File: config.mk
export PLATFORM = sky130hd
export DESIGN_NAME = central_ctrl
export DESIGN_NICKNAME = d
export VERILOG_FILES = /design/src/rtl/central_ctrl.sv
export SDC_FILE = /design/constraint.sdc
export NUM_CORES = 1
export LEC_CHECK = 0
export CORE_ASPECT_RATIO = 0.75
export CORE_MARGIN = 2
export CORE_UTILIZATION = 53
export DETAILED_ROUTE_END_ITERATION = 10
export PLACE_DENSITY = 0.82
export SETUP_SLACK_MARGIN = 0.05
export SLEW_MARGIN = 20
export SYNTH_ARGS = -nofsm -noshare
export SYNTH_HDL_FRONTEND = slang
export SYNTH_SLANG_ARGS = --single-unit
File: constraint.sdc
create_clock -name clk -period 3.65 [get_ports clk]
set_input_delay 0.73 -clock clk [delete_from_list [all_inputs] [get_ports clk]]
set_output_delay 0.73 -clock clk [all_outputs]
set_load 0.01 [all_outputs]
File: src/rtl/central_ctrl.sv
// Instruction sequencer: optional operand fetch, arithmetic start/finish handshake
// with a WAIT watchdog, completion pulse and a wrapping completed-instruction count.
//
// state | meaning
// IDLE  | waiting for go with a non-null opcode
// MEM   | operand read requested, waiting for mem_ack
// LOAD  | one-cycle load of memory data into the datapath
// START | one-cycle start pulse to the arithmetic controller
// WAIT  | waiting for arith_finish, watchdog counting
// DONE  | one-cycle completion pulse
// ERR   | watchdog expired, held until abort or reset
module central_ctrl #(
   parameter int WDOG_LIMIT = 255,
   parameter int CNT_W      = 16
) (
   input  logic             clk,
   input  logic             resetn,
   input  logic             go,
   input  logic [2:0]       instr_op,
   input  logic             instr_fetch,
   input  logic             abort,
   output logic             mem_req,
   input  logic             mem_ack,
   output logic             do_read_mem,
   output logic             arith_start,
   output logic [2:0]       arith_op,
   input  logic             arith_finish,
   output logic             busy,
   output logic             done,
   output logic             err,
   output logic [CNT_W-1:0] op_count
);

   localparam logic [2:0] OP_NULL = 3'd0;
   localparam logic [7:0] WDOG_TC = 8'(WDOG_LIMIT - 1);

   typedef enum logic [2:0] {
      S_IDLE  = 3'd0,
      S_MEM   = 3'd1,
      S_LOAD  = 3'd2,
      S_START = 3'd3,
      S_WAIT  = 3'd4,
      S_DONE  = 3'd5,
      S_ERR   = 3'd6
   } state_t;

   state_t           state_q;
   logic [2:0]       arith_op_q;
   logic [CNT_W-1:0] op_count_q;
   logic [7:0]       wdog_q;

   always_ff @(posedge clk or negedge resetn) begin
      if (!resetn) begin
         state_q    <= S_IDLE;
         arith_op_q <= 3'd0;
         op_count_q <= '0;
         wdog_q     <= 8'd0;
      end else if (abort) begin
         state_q <= S_IDLE;
      end else begin
         case (state_q)
            S_IDLE: begin
               if (go && (instr_op != OP_NULL)) begin
                  arith_op_q <= instr_op;
                  state_q    <= instr_fetch ? S_MEM : S_START;
               end
            end
            S_MEM: begin
               if (mem_ack) state_q <= S_LOAD;
            end
            S_LOAD: begin
               state_q <= S_START;
            end
            S_START: begin
               wdog_q  <= 8'd0;
               state_q <= S_WAIT;
            end
            S_WAIT: begin
               // Finish beats the watchdog when both land in the same cycle;
               // the count moves on entry to DONE so it is visible with the pulse.
               if (arith_finish) begin
                  op_count_q <= op_count_q + CNT_W'(1);
                  state_q    <= S_DONE;
               end else if (wdog_q == WDOG_TC) begin
                  state_q <= S_ERR;
               end else begin
                  wdog_q <= wdog_q + 8'd1;
               end
            end
            S_DONE: begin
               state_q <= S_IDLE;
            end
            S_ERR: begin
               state_q <= S_ERR;
            end
            default: begin
               state_q <= S_IDLE;
            end
         endcase
      end
   end

   assign mem_req     = (state_q == S_MEM);
   assign do_read_mem = (state_q == S_LOAD);
   assign arith_start = (state_q == S_START);
   assign done        = (state_q == S_DONE);
   assign err         = (state_q == S_ERR);
   assign busy        = (state_q != S_IDLE);
   assign arith_op    = arith_op_q;
   assign op_count    = op_count_q;

endmodule

==> flow_metrics.env <==
export IMPL_yosys_register_bits=30
export IMPL_clock_latency_ps=280
export IMPL_synth_area_um2=1560
export IMPL_min_path_type="flip-flop to flip-flop"
export IMPL_track_usage=0.209
export IMPL_antenna_found_initial=0
export IMPL_dpl_hpwl_mm=2.30
export IMPL_cts_clk_slew_worst_paths_ps=70
export IMPL_grt_pass1_vias=1172
export IMPL_postCtsHoldBufs=0
export IMPL_finalCritPeriodShare=0.702
export IMPL_cts_tree="yes"
export IMPL_cts_resized_gates=0
export IMPL_final_cells=227
export IMPL_powerDensity_nw_per_um2=407
export IMPL_crit_type="flip-flop to output port"
export IMPL_place_inst=219
export IMPL_cp_end_kind="output port"
export IMPL_drt_total_wl_mm=3.19
export IMPL_die_height_um=51.0
export IMPL_ys_seq_area_frac=0.480
export IMPL_ios=35
export IMPL_vias_per_cell=5.50
export IMPL_ys_warn_count=0
export IMPL_cts_max_path_buffers=2
export IMPL_cts_root_buffer_cell="clkbuf_8"
export IMPL_cts_max_level=2
export IMPL_holdWs_ps=498
export IMPL_r2r_setup_slack_ps=1860
export IMPL_ant_nets=0
export IMPL_fin_skew_ps=8.67
export IMPL_grt_busiest_layer="met2"
export IMPL_synthDistinctLibCells=35
export IMPL_grt_overflow_total=0
export IMPL_num_vias=1249
export IMPL_drive_gt1_frac=0.132
export IMPL_syn2layout_area_growth_pct=29.6
export IMPL_core_area_um2=2870
export IMPL_layout_commonest_cell="clkdlybuf4s50_1"
export IMPL_ys_flop_type="dfrtp_1"
export IMPL_fmax_ghz=0.390
export IMPL_grt_pass1_wl_mm=5.24
export IMPL_arrival_ps=1830
export IMPL_final_setup_tns_ps=0
export IMPL_drv_slew=0
export IMPL_post_drt_wl_per_cell_um=14.1
export IMPL_ir_drop_uv=259
export IMPL_syn_avg_cell_area_um2=10.5
export IMPL_leakage_nw=0.876
export IMPL_globalplace_congestion=0.891
export IMPL_nets=201
export IMPL_fin_ws_ps=1090
export IMPL_use_met1=0.258
export IMPL_path_max_fanout=12
export IMPL_max_cap_violations=0
export IMPL_max_slew_worst_pin_slew_ps=480
export IMPL_synth_edff_count=0
export IMPL_drt_iter0_drc=24
export IMPL_numClockSinks=30
export IMPL_grt_max_degree=31
export IMPL_cts_made_buffers=5
export IMPL_final_cell_mix="clkdlybuf4s50_1 (34), dfrtp_1 (30), nor2_1 (12), nand2_1 (11), nand3_1 (10)"
export IMPL_setup_viol=0
export IMPL_cp_required_ps=2920
export IMPL_port_buffer_count=34
export IMPL_die_x_um=66.7
export IMPL_insertedDiodeCount=0
export IMPL_route_detailed_drc=0
export IMPL_slew_headroom=0.678
export IMPL_placed_area_um2=1930
export IMPL_die_area_um2=3410
export IMPL_post_route_cell_area_um2=2030
export IMPL_rsz0062_at_grt="false"
export IMPL_finalHoldViolCount=0
export IMPL_cts_setup_buffers=0
export IMPL_synth_async_reset_ratio=1.00
export IMPL_start_util=0.545
export IMPL_grtUsageMet3=0.0727
export IMPL_use_met2=0.347
export IMPL_setup_worst_path_start_class="flip-flop"
export IMPL_first_pass_iters=5
export IMPL_fill_cells=215
export IMPL_postSynthCellCount=149
export IMPL_rows=17
export IMPL_status="complete, no violations"
export IMPL_synth_fp_nets=162
export IMPL_dp_worst_setup_slack_ps=1140
export IMPL_min_period_ps=2560
routing by layer:
layer  up-vias  wire, um
li1        606         -
met1       603      1420
met2        37      1570
met3         3       178
met4         0        26
met5         -         0
cell type report:
type | instances | area, um^2 | share of cell area
inverter | 9 | 33.8 | 0.0167
clock inverter | 2 | 12.5 | 0.00617
clock buffer | 6 | 82.6 | 0.0407
tap | 38 | 47.5 | 0.0235
timing repair buffer | 35 | 348 | 0.172
sequential | 30 | 751 | 0.370
multi-input combinational | 107 | 752 | 0.371
registers in the layout, summed over array words and instances, names as in the netlist:
register  count
state_q       3
arith_op      3
op_count     16
wdog_q        8
metrics by stage:
step                      utilization  power [W]
after global routing            0.706   0.000872
after floorplan                     -   0.000473
after global placement          0.673   0.000548
after CTS                       0.706   0.000833
final                           0.706   0.000824
after detailed placement        0.673   0.000553
where the power goes:
group | switching, W | internal, W
combinational | 0.0000634 | 0.0000864
sequential | 0.0000362 | 0.000360
clock | 0.000127 | 0.000151
cells in the mapped netlist, drive strengths merged, types with 2 or more instances:
cell,number,area share
and4,4,0.022
nand4,5,0.032
dfrtp,30,0.48
or3,5,0.021
a21oi,6,0.019
ha,3,0.024
nor2,12,0.029
nor3,8,0.032
nor4b,2,0.030
a31oi,2,0.0080
xnor2,9,0.050
nand3,10,0.032
o21ai,8,0.028
xor2,6,0.034
inv,9,0.022
nand2,11,0.026
mux2,4,0.029
buf,3,0.018
worst paths after layout:
check	start	endpoint	depth (start not counted)
hold / removal	op_count[15]$_DFFE_PN0P_	op_count[15]$_DFFE_PN0P_	1
setup / recovery	state_q[2]$_DFFE_PN0P_	busy	2
hold reg to reg	op_count[15]$_DFFE_PN0P_	op_count[15]$_DFFE_PN0P_	1
max in group asynchronous	resetn	arith_op[1]$_DFFE_PN0P_	2
setup reg to reg	state_q[1]$_DFFE_PN0P_	wdog_q[6]$_DFFE_PN0P_	4
min in group asynchronous	resetn	op_count[10]$_DFFE_PN0P_	2
cells by family (layout without fill, tap and decap cells):
| group | Yosys count | in the layout | synth area share |
|---|---|---|---|
| simple gates | 63 | 63 | 0.251 |
| flops | 30 | 30 | 0.480 |
| compound gates | 21 | 21 | 0.0864 |
| xor+xnor | 15 | 15 | 0.0840 |
| buf+inv | 12 | 52 | 0.0392 |
| mux | 5 | 5 | 0.0352 |
| fa+ha+maj | 3 | 3 | 0.0240 |
worst max-delay path: stages (launching register included):
cell,delay [ps]
dfrtp_1,500
or3_2,550
clkdlybuf4s50_1,500
Power figures use the tool's default switching activity.
